$ cat src/rtl/latch_bank_acc.sv
// Bank of NUM_CH load/accumulate channel registers with sticky overflow flags,
// plus a snapshot sequencer that streams every channel out over valid/ready.
module latch_bank_acc #(
    parameter int DATA_W   = 4,
    parameter int NUM_CH   = 2,
    parameter bit SATURATE = 1'b0,
    localparam int CW      = ($clog2(NUM_CH) > 1) ? $clog2(NUM_CH) : 1
) (
    input  logic                     clk,
    input  logic                     reset,
    input  logic [DATA_W-1:0]        data_in,
    input  logic [CW-1:0]            ch_sel,
    input  logic                     wr_en,
    input  logic                     acc_mode,
    input  logic                     clear_all,
    output logic [NUM_CH*DATA_W-1:0] q_flat,
    output logic [NUM_CH-1:0]        ovf,
    input  logic                     dump_start,
    output logic                     dump_busy,
    output logic                     dump_valid,
    input  logic                     dump_ready,
    output logic [DATA_W-1:0]        dump_data,
    output logic [CW-1:0]            dump_ch
);

    typedef enum logic {IDLE, SEND} state_e;

    logic [DATA_W-1:0] ch_q [NUM_CH];
    logic [DATA_W-1:0] ch_d [NUM_CH];
    logic [NUM_CH-1:0] ovf_q, ovf_d;
    logic [DATA_W:0]   sum;

    state_e            state_q;
    logic [CW-1:0]     idx_q;
    logic [DATA_W-1:0] snap_q [NUM_CH];
    logic              dump_valid_q, dump_busy_q;
    logic [DATA_W-1:0] dump_data_q;

    // Returns {carry, result}; the result is clamped when saturation is enabled.
    function automatic logic [DATA_W:0] acc_step(input logic [DATA_W-1:0] a,
                                                 input logic [DATA_W-1:0] b);
        logic [DATA_W:0] s;
        s = {1'b0, a} + {1'b0, b};
        if (SATURATE && s[DATA_W])
            s[DATA_W-1:0] = '1;
        return s;
    endfunction

    always_comb begin
        ch_d  = ch_q;
        ovf_d = ovf_q;
        sum   = '0;
        if (clear_all) begin
            for (int i = 0; i < NUM_CH; i++)
                ch_d[i] = '0;
            ovf_d = '0;
        end else if (wr_en) begin
            // Out-of-range ch_sel matches no channel, so the write is dropped.
            for (int i = 0; i < NUM_CH; i++) begin
                if (ch_sel == CW'(i)) begin
                    if (acc_mode) begin
                        sum     = acc_step(ch_q[i], data_in);
                        ch_d[i] = sum[DATA_W-1:0];
                        if (sum[DATA_W])
                            ovf_d[i] = 1'b1;
                    end else begin
                        ch_d[i] = data_in;
                    end
                end
            end
        end
    end

    always_ff @(posedge clk) begin
        if (reset) begin
            for (int i = 0; i < NUM_CH; i++)
                ch_q[i] <= '0;
            ovf_q <= '0;
        end else begin
            ch_q  <= ch_d;
            ovf_q <= ovf_d;
        end
    end

    // Snapshot takes the pre-edge channel values, so a same-cycle write is excluded.
    always_ff @(posedge clk) begin
        if (reset) begin
            state_q      <= IDLE;
            idx_q        <= '0;
            dump_valid_q <= 1'b0;
            dump_busy_q  <= 1'b0;
            dump_data_q  <= '0;
            for (int i = 0; i < NUM_CH; i++)
                snap_q[i] <= '0;
        end else begin
            case (state_q)
                IDLE: begin
                    if (dump_start) begin
                        snap_q       <= ch_q;
                        idx_q        <= '0;
                        dump_data_q  <= ch_q[0];
                        dump_valid_q <= 1'b1;
                        dump_busy_q  <= 1'b1;
                        state_q      <= SEND;
                    end
                end
                SEND: begin
                    if (dump_ready) begin
                        if (idx_q == CW'(NUM_CH - 1)) begin
                            idx_q        <= '0;
                            dump_valid_q <= 1'b0;
                            dump_busy_q  <= 1'b0;
                            state_q      <= IDLE;
                        end else begin
                            idx_q       <= idx_q + 1'b1;
                            dump_data_q <= snap_q[idx_q + 1'b1];
                        end
                    end
                end
                default: state_q <= IDLE;
            endcase
        end
    end

    always_comb begin
        q_flat = '0;
        for (int i = 0; i < NUM_CH; i++)
            q_flat[i*DATA_W +: DATA_W] = ch_q[i];
    end

    assign ovf        = ovf_q;
    assign dump_busy  = dump_busy_q;
    assign dump_valid = dump_valid_q;
    assign dump_data  = dump_data_q;
    assign dump_ch    = idx_q;

endmodule

$ cat config.mk
export PLATFORM = sky130hd
export DESIGN_NAME = latch_bank_acc
export DESIGN_NICKNAME = d
export VERILOG_FILES = /design/src/rtl/latch_bank_acc.sv
export SDC_FILE = /design/constraint.sdc
export NUM_CORES = 1
export LEC_CHECK = 0
export BUFFER_PORTS_ARGS = -buffer_cell sky130_fd_sc_hd__buf_2
export CORE_MARGIN = 2
export CORE_UTILIZATION = 53
export CTS_CLUSTER_SIZE = 28
export DETAILED_ROUTE_END_ITERATION = 10
export PLACE_DENSITY = 0.86
export SETUP_SLACK_MARGIN = 0.02
export SYNTH_ARGS = -nofsm -noshare
export SYNTH_HDL_FRONTEND = slang
export SYNTH_SLANG_ARGS = --single-unit
$ cat constraint.sdc
create_clock -name clk -period 2.11 [get_ports clk]
set_input_delay 0.633 -clock clk [delete_from_list [all_inputs] [get_ports clk]]
set_output_delay 0.633 -clock clk [all_outputs]
set_load 0.1 [all_outputs]
* Word level (Yosys, flattened, before mapping) *
Index checks and enable logic that the tools add are counted.

word-level totals
  bits of input ports = 12
  register bits = 25
  bits in writable memories = 0
  bits in latches = 0
  memories kept = 0
  ROM bits = 0

operators by class
  multiply operators = 0
  divide/modulo/power cells = 0
  shift operators = 0
  reduce and logical (&&, ||, !) cells = 9
  equal/unequal tests = 4
  bitwise gates (word level) = 3
  $add $sub $neg = 3
  magnitude comparators = 1
  multiplexer cells = 21

operators by type and width
  operator             number
  $mux 4               8
  $add 4x4->5          2
  $mux 1               9
  $pmux 4 s2           1
  $reduce_and 2->1     4
  $reduce_and 4->1     2
  $ne 2x2->1 const B   3
  $pmux 1 s2           3
  $reduce_and 3->1     2
  $ge 2x2->1 const B   1
  $ne 2x1->1 const B   1
  $not 1->1            2
  $not 1->2            1
  $reduce_or 2->1      1
  $add 1x1->1 const B  1

* Logic depth before layout (Yosys ltp) *
Gate-level depths: netlist (run 1).

  depth after elaboration = 8
  gate-level depth with buffers = 6

* Worst setup path before layout (run 1) *
No wires, ideal clock.

  path type = register -> register
  start point = register ch_q (netlist bit q_flat[4])
  end point = register ovf_q[1], in the netlist ovf[1]
  setup time = 0.120 ns
  clock period less this slack = 2.082 ns
  slack = 0.028 ns
  arrival time = 1.962 ns
  data required time = 1.990 ns
  cell stages (with the launch flop) = 7
  cells stage by stage = dfxtp_1 -> ha_1 -> fa_1 -> a21o_1 -> a21o_1 -> a31oi_1 -> nor3_1

on the way
  longest elaborated chain between the ends = 2

ends and longest elaborated chain
  element                            line  text
  from (decl)                        28    logic [DATA_W-1:0] ch_q [NUM_CH];
  from (signal assigned)             80    ch_q <= ch_d;
  $add 4x4->5                        43    s = {1'b0, a} + {1'b0, b};
  $reduce_and 4->1 (no source line)  --
  to (signal assigned)               81    ovf_q <= ovf_d;
  to (decl)                          30    logic [NUM_CH-1:0] ovf_q, ovf_d;

Every way passes these cells.
A chain may end at the register's enable or synchronous reset.

* Worst setup path in the final report (run 1) *
  start point = register ch_q (netlist bit q_flat[1])
  end point = output q_flat[1]

RTL lines
  element    line  text
  to (decl)  16    output logic [NUM_CH*DATA_W-1:0] q_flat,

No word-level cell between the ends.

==> results.md, run 1 <==
* Status: finished clean
* Final Instance Count excl. Fillers at 203
* Total power draw at 959 uW
* I/O Buffers at 28
* Critical path endpoint category: primary output
* Prevailing post-synth register cell: dfxtp_1
* Comb pwr share at 25.5%
* Pin count of the biggest net entering global routing at 21
* Die Y at 53.6 um
* CTS buffer count at 3
* Vias after detailed routing at 1148
* Post-synthesis mux area share at 4.60%
* Ports at 29
* # resized after CTS at 0
* Crit path largest cell delay at 0.48 ns
* Share of cells above drive strength 1 at 21.1%
* Largest family of logic cells by synthesized area: compound AO/OA/AOI/OAI gates
* Max_cap viols at 0
* Hold EP: dump_data[0]
* Max VDD drop at 597 uV
* Psw at 334 uW
* Crit path buffers/inverters at 1
* Worst hold path class: reg2reg
* Synth-to-Final Area Change at 11.8%
* Setup Crit Path Kind: reg2out
* ANT cells at 0
* First-pass DRT Iterations at 4
* Gpl congestion at 0.851
* Number of synthesized register bits at 25
* Worst r2r dst: ovf[0]
* Fmax at 0.527 GHz
* Clock Latency Late Sink at 0.30 ns
* Mapped Area at 1310 um2
* Distinct cells, synth at 31
* Synthesized area per cell at 8.65 um2
* Critical path's slowest cell: dfxtp_1
* Adder-cell area share of the yosys netlist at 10.7%
* Setup TNS at 0 ns
* Switching share of power at 34.8%
* Share of flip-flops with an asynchronous set or reset at 0%
* Internal at 625 uW
* Seq/Total Area, Yosys at 38.3%
* Post-synth EDFFs at 0
* Die Wd at 53.6 um
* # rows at 17
* Final hold slack at 0.460 ns
* Commonest cells after routing, fill and taps aside: buf_2, dfxtp_1, nand2_1
* GR Overflow Total at 0
* Worst Path Max Fanout at 6
* Core Area at 2280 um2
* DP Wirelength at 2.13 mm
* Ratio of final minimum period to clock period at 89.9%
* Crit path max-delay family: flip-flops
* Clock slew at reported path FFs at 0.13 ns
* Die area at 2880 um2
* Startpoint types: flip-flop
* Vias in the first global route at 1037
* Min Tclk post-route at 1.90 ns
* Synth Area in Compound Gates at 23.1%
* PD cells at 657 nW/um2
* Vias per inst at 5.66
* RSZ-0062 raised after global routing: false
* First-pass GRT wire length at 4.63 mm
* Critical path, cell by cell: buf_2
* CP required at 1.48 ns
* Initial antenna violation count at 0
* Worst Tran Pin Value at 0.595 ns
* Worst Skew at 0.00191 ns
* Initial Utilization at 57.4%
* Sequential power share at 52.8%
* Post-synth net total at 173
* Final Hold Fails at 0
* WL per Instance at 13.7 um
* Rel. slew slack at 60.2%
* Leak at 0.000639 uW
* Post-Place Cells at 199
* Synth top area share at 38.3%
* Hold Startpoint: dump_data[0]
* Synth Area in Simple Gates at 16.6%
* Cells after Synth at 151
* Drt initial violations at 39
* Clock Path Buffers at 2
* R2R setup slack at 0.39 ns
* Final max-slew violation count at 0
* Worst Path Arrival at 1.26 ns
* Commonest non-fill, non-tap cell in the layout: buf_2
* Top post-synthesis cells by area: dfxtp_1, a21oi_1, ha_1, nand2_1, mux2i_1
* Reg2reg start: q_flat[0]
* Xor-xnor portion of the synthesized cell area at 1.34%
* Post-CTS Hold Fix Bufs at 0
* Buffer count from post-CTS setup fixing at 0
* Final instance area at 1460 um2
* DRT Wirelength at 2.78 mm
* Cell taking the most area after synthesis: dfxtp_1
* Worst Reg2Reg Path Length in Cells at 6
* Routed Antenna Nets at 0
* GRT Total Usage at 22.2%
* Clock Power Share at 21.7%
* Nets@finish at 198
* Setup violators final at 0
* Warnings from Yosys at 0
* DRC viols at 0
* Root Buffer: clkbuf_4
* Placed Area at 1430 um2
* # H-tree levels at 1
* Cell depth of the worst hold path at 2
* Clock sink count at 25
* CTS tree: done
[flip-flops by register name (all words and copies together) (netlist names)]
register   cells
snap_q         8
dump_busy      1
ovf            2
state_q        1
dump_data      4
q_flat         8
dump_ch        1
[power groups by stage]
stage	registers [uW]	logic, uW	clock network [uW]
final	507	245	208
after floorplan	600	116	0
after detailed placement	517	243	0
after global routing	510	265	226
after global placement	516	237	0
after CTS	507	244	209
[synthesized netlist by cell type (all sizes together) (3+ instances only)]
master,count
buf,6
ha,8
nor2,8
nand3,3
a31oi,9
nand2,24
a211o,4
clkbuf,4
o21ai,8
dfxtp,25
a21oi,21
nand2b,4
a21o,4
mux2i,6
nor3,4
[metrics by stage]
step | util (%) | worst slack (ns)
after floorplan | - | 0.0281
after global placement | 63.0 | 0.0624
after detailed placement | 63.0 | 0.00131
after CTS | 64.2 | 0.207
after global routing | 64.2 | 0.156
final | 64.2 | 0.213
[area by class of cell]
| class | instances | area, um2 |
|---|---|---|
| Fill cell | 199 | 816 |
| Clock buffer | 4 | 26.3 |
| Multi-Input combinational cell | 114 | 736 |
| Tap cell | 28 | 35.0 |
| Sequential cell | 25 | 500 |
| Inverter | 2 | 7.51 |
| Timing Repair Buffer | 30 | 155 |
[per-layer routing]
| metal | share of wire (%) | track usage, % |
|---|---|---|
| met2 | 50 | 39.3 |
| met1 | 45 | 28.2 |
| met4 | 0.50 | 6.84 |
| met3 | 4.7 | 2.50 |
| met5 | 0 | 0 |
[worst max-delay path by stage]
| stage | from | end | cells past startpoint |
|---|---|---|---|
| after floorplan | q_flat[4] | ovf[1] | 6 |
| after global placement | data_in[0] | ovf[1] | 7 |
| after detailed placement | data_in[0] | ovf[0] | 7 |
| after CTS | q_flat[1] | q_flat[1] | 1 |
| after global routing | q_flat[1] | q_flat[1] | 1 |
| final | q_flat[1] | q_flat[1] | 1 |
[cells by family after synthesis]
logic type | Yosys count
AOI/OAI and AO/OA | 48
xor gates and xnor gates | 2
adders and majority gates | 10
buffers and inverters | 12
DFF | 25
muxes | 6
and+or+nand+nor | 48
No activity file was read; power rests on OpenSTA's default activity.
==> run 2, diff against run 1 <==
Settings changed: CELL_PAD_IN_SITES_DETAIL_PLACEMENT from default to 1, CELL_PAD_IN_SITES_GLOBAL_PLACEMENT from default to 2, CORE_UTILIZATION 53 to 31, PLACE_DENSITY 0.86 to 0.85.
==> run 2 against run 1 <==
Against the previous run:
- setup slack better by 0.035 ns
- combinational power about the same
- hold slack worse by 0.0073 ns
- count of clock-buffer cells in the layout down 1
- total power up 9.3%
- global-route usage down 7.2 points
- routed wire length up 14%
==> results.md, run 2 (same netlist as run 1, synthesis figures left out) <==
* Clock Power Share at 28.1%
* Setup TNS at 0 ns
* Worst Tran Pin Value at 0.590 ns
* Die area at 4750 um2
* CTS buffer count at 3
* DRC viols at 0
* Commonest non-fill, non-tap cell in the layout: buf_2
* Gpl congestion at 0.823
* Setup violators final at 0
* # resized after CTS at 0
* Pin count of the biggest net entering global routing at 21
* Clock slew at reported path FFs at 0.09 ns
* Crit path buffers/inverters at 1
* Ports at 29
* Setup Crit Path Kind: reg2out
* ANT cells at 0
* PD cells at 691 nW/um2
* Nets@finish at 199
* Initial antenna violation count at 0
* Leak at 0.000651 uW
* Fmax at 0.537 GHz
* Switching share of power at 34.5%
* WL per Instance at 14.0 um
* Routed Antenna Nets at 0
* GRT Total Usage at 15.0%
* First-pass DRT Iterations at 3
* Root Buffer: clkbuf_8
* First-pass GRT wire length at 5.26 mm
* I/O Buffers at 28
* Drt initial violations at 13
* Startpoint types: flip-flop
* Critical path's slowest cell: dfxtp_1
* Psw at 362 uW
* Status: finished clean
* Clock Latency Late Sink at 0.27 ns
* Worst Path Arrival at 1.23 ns
* Sequential power share at 48.3%
* Core Area at 4030 um2
* Clock sink count at 25
* Commonest cells after routing, fill and taps aside: buf_2, dfxtp_1, nand2_1
* Total power draw at 1050 uW
* Vias per inst at 5.15
* Critical path, cell by cell: buf_2
* Die Wd at 68.9 um
* Vias after detailed routing at 1164
* Comb pwr share at 23.6%
* Worst hold path class: reg2reg
* DP Wirelength at 2.51 mm
* Internal at 686 uW
* Crit path largest cell delay at 0.48 ns
* CTS tree: done
* Min Tclk post-route at 1.86 ns
* Final max-slew violation count at 0
* Initial Utilization at 32.4%
* DRT Wirelength at 3.17 mm
* Vias in the first global route at 1181
* Worst Path Max Fanout at 6
* Critical path endpoint category: primary output
* GR Overflow Total at 0
* Final hold slack at 0.453 ns
* Die Y at 68.9 um
* CP required at 1.48 ns
* Max VDD drop at 276 uV
* Share of cells above drive strength 1 at 22.2%
* Synth-to-Final Area Change at 16.2%
* RSZ-0062 raised after global routing: false
* # H-tree levels at 1
* Max_cap viols at 0
* # rows at 23
* Worst Skew at 0.00650 ns
* Post-CTS Hold Fix Bufs at 0
* Crit path max-delay family: flip-flops
* Clock Path Buffers at 2
* Final Hold Fails at 0
* Buffer count from post-CTS setup fixing at 0
* Rel. slew slack at 60.6%
* Ratio of final minimum period to clock period at 88.2%
* Fin util at 37.7%
[run 2: cell count changes in the layout (fill, tap and decap cells not counted)]
cell,before,now
clkbuf_8,0,3
clkbuf_4,3,0
buf_4,2,3
clkbuf_1,1,0
clkinvlp_4,0,1
[run 2: power by group through the flow]
stage	clock (uW)	combinational [uW]	sequential (uW)
floorplan	0	116	600
global placement	0	244	517
detailed placement	0	249	518
CTS	310	250	507
global route	327	267	510
finish	294	247	506
[run 2: cell type report]
cell class | count | area [um2]
Timing Repair Buffer | 31 | 163
Clock inverter | 1 | 7.51
Tap cell | 50 | 62.6
Multi-Input combinational cell | 114 | 736
Fill cell | 511 | 2510
Sequential cell | 25 | 500
Clock buffer | 3 | 41.3
Inverter | 2 | 7.51
[run 2: worst register-to-register path, delay by kind of cell (launching register included)]
kind            cells  cell delay [ns]
fa+ha+maj           2             0.64
compound gates      3             0.53
flops               1             0.35
simple gates        1             0.06
[run 2: metrics by stage]
stage                     area [um2]  setup slack [ns]  cells
after floorplan                 1310            0.0281    151
after global placement          1470            0.0492    222
final                           1520             0.249    226
after CTS                       1520             0.218    226
after global routing            1520             0.186    226
after detailed placement        1470           -0.0161    222
[run 2: metal layers]
layer	vias up	wire length [um]	track usage, %
met5	-	0	0
met4	0	44	5.88
met3	4	130	2.44
met2	24	1580	27.3
met1	556	1420	17.6
li1	580	-	-
[run 2: path summary, 6_finish.rpt]
check             slack (ns)           end    startpoint  cells after the start
setup reg to reg        0.40        ovf[1]     q_flat[4]                      6
hold reg to reg         0.45  dump_data[1]  dump_data[1]                      2
hold / removal          0.45  dump_data[1]  dump_data[1]                      2
setup / recovery        0.25     q_flat[1]     q_flat[1]                      1
==> run 3, diff against run 2 <==
Settings changed: BUFFER_PORTS_ARGS -buffer_cell sky130_fd_sc_hd__buf_2 to default, CORE_UTILIZATION 31 to 36, DONT_BUFFER_PORTS from default to 1.
==> run 3 against run 2 <==
Against the previous run:
- register-to-register slack gained 0.04 ns
- largest power group unchanged
- setup slack lost 0.0096 ns
- sequential share of layout area grew 0.64 points
- critical path type unchanged
- count of clock-buffer cells in the layout unchanged
==> results.md, run 3 (same netlist as run 1, synthesis figures left out) <==
* CTS buffer count at 3
* Vias per inst at 5.37
* GRT Total Usage at 17.8%
* Commonest cells after routing, fill and taps aside: nand2_1, dfxtp_1, a21oi_1
* Ports at 29
* Min Tclk post-route at 1.87 ns
* WL per Instance at 16.1 um
* Max_cap viols at 0
* DRC viols at 0
* Placed Area at 1460 um2
* Worst hold path class: in2reg
* Post-CTS Hold Fix Bufs at 0
* Vias in the first global route at 1226
* Crit path max-delay family: flip-flops
* Status: finished clean
* # resized after CTS at 0
* I/O Buffers at 0
* DRT Wirelength at 3.36 mm
* CTS tree: done
* DP Wirelength at 2.60 mm
* Setup WS pre-CTS at 0.117 ns
* Clock sink count at 25
* Crit path buffers/inverters at 1
* Final worst slack at 0.239 ns
* Cell depth of the worst hold path at 1
* Final max-slew violation count at 0
* Rel. slew slack at 57.8%
* Fin util at 43.7%
* Setup violators final at 0
* Final Hold Fails at 0
* Die area at 4130 um2
* Crit path largest cell delay at 0.67 ns
* Share of cells above drive strength 1 at 16.6%
* PD cells at 654 nW/um2
* RSZ-0062 raised after global routing: false
* Core Area at 3420 um2
* Startpoint types: flip-flop
* Root Buffer: clkbuf_4
* Setup TNS at 0 ns
* Clock Latency Late Sink at 0.33 ns
* R2R setup slack at 0.44 ns
* Vias after detailed routing at 1123
* Worst Skew at 0.00747 ns
* CP required at 1.48 ns
* Setup Crit Path Kind: reg2out
* First-pass DRT Iterations at 4
* Critical path's slowest cell: dfxtp_1
* Final instance area at 1490 um2
* Buffer count from post-CTS setup fixing at 0
* Initial Utilization at 38.2%
* # H-tree levels at 1
* Clock Path Buffers at 2
* Initial antenna violation count at 0
* Worst Path Max Fanout at 10
* Synth-to-Final Area Change at 14.3%
* Fmax at 0.534 GHz
* First-pass GRT wire length at 5.73 mm
* Die Wd at 64.2 um
* ANT cells at 0
* Worst Reg2Reg Path Length in Cells at 6
* Gpl congestion at 0.784
* Routed Antenna Nets at 0
* Drt initial violations at 24
* Nets@finish at 186
* Worst Tran Pin Value at 0.632 ns
* Leak at 0.000596 uW
* Critical path endpoint category: primary output
* # rows at 21
* Critical path, cell by cell: buf_12
* CP Depth at 1
* Die Y at 64.2 um
* Max VDD drop at 273 uV
* Pin count of the biggest net entering global routing at 21
* GR Overflow Total at 0
* Ratio of final minimum period to clock period at 88.7%
* Worst Path Arrival at 1.24 ns
* Clock slew at reported path FFs at 0.15 ns
[run 3: cell count changes in the layout (fill, tap and decap cells not counted)]
cell | previous run | this run
buf_12 | 0 | 2
buf_2 | 28 | 0
buf_4 | 3 | 16
clkbuf_4 | 0 | 3
clkbuf_8 | 3 | 0
dfxtp_1 | 25 | 24
dfxtp_2 | 0 | 1
[run 3: where the power goes]
part | switching, uW | internal [uW] | total [uW]
logic | 168 | 70.4 | 238
clock network | 157 | 72.5 | 229
registers | 19.8 | 489 | 508
total | 344 | 631 | 976
[run 3: layout make-up]
cell class              count  area, um2
fillers                   418       1920
multi-input cells         114        736
flip-flops and latches     25        502
repair buffers             18        160
well taps                  46       57.6
clock buffers               3       22.5
clock inverters             1       7.51
inverters                   2       7.51
[run 3: metrics by stage]
step                cells  power [uW]  hold slack (ns)
floorplan             151         715            0.436
detailed placement    205         757            0.442
CTS                   209         981            0.345
global route          209        1020            0.325
global placement      205         749            0.436
finish                209         976            0.349
[run 3: worst paths after layout]
kind                   to    startpoint
max reg2reg        ovf[1]     q_flat[4]
min             snap_q[3]         reset
min reg2reg  dump_data[0]  dump_data[0]
max               dump_ch       dump_ch
[run 3: layer usage]
| layer | vias up | share of wire [%] | global-route usage [%] |
|---|---|---|---|
| met3 | 4 | 4.9 | 3.52 |
| met4 | 0 | 0.92 | 5.05 |
| met2 | 18 | 49 | 31.4 |
| met1 | 546 | 45 | 21.8 |
| li1 | 555 | - | - |
| met5 | - | 0 | 0 |
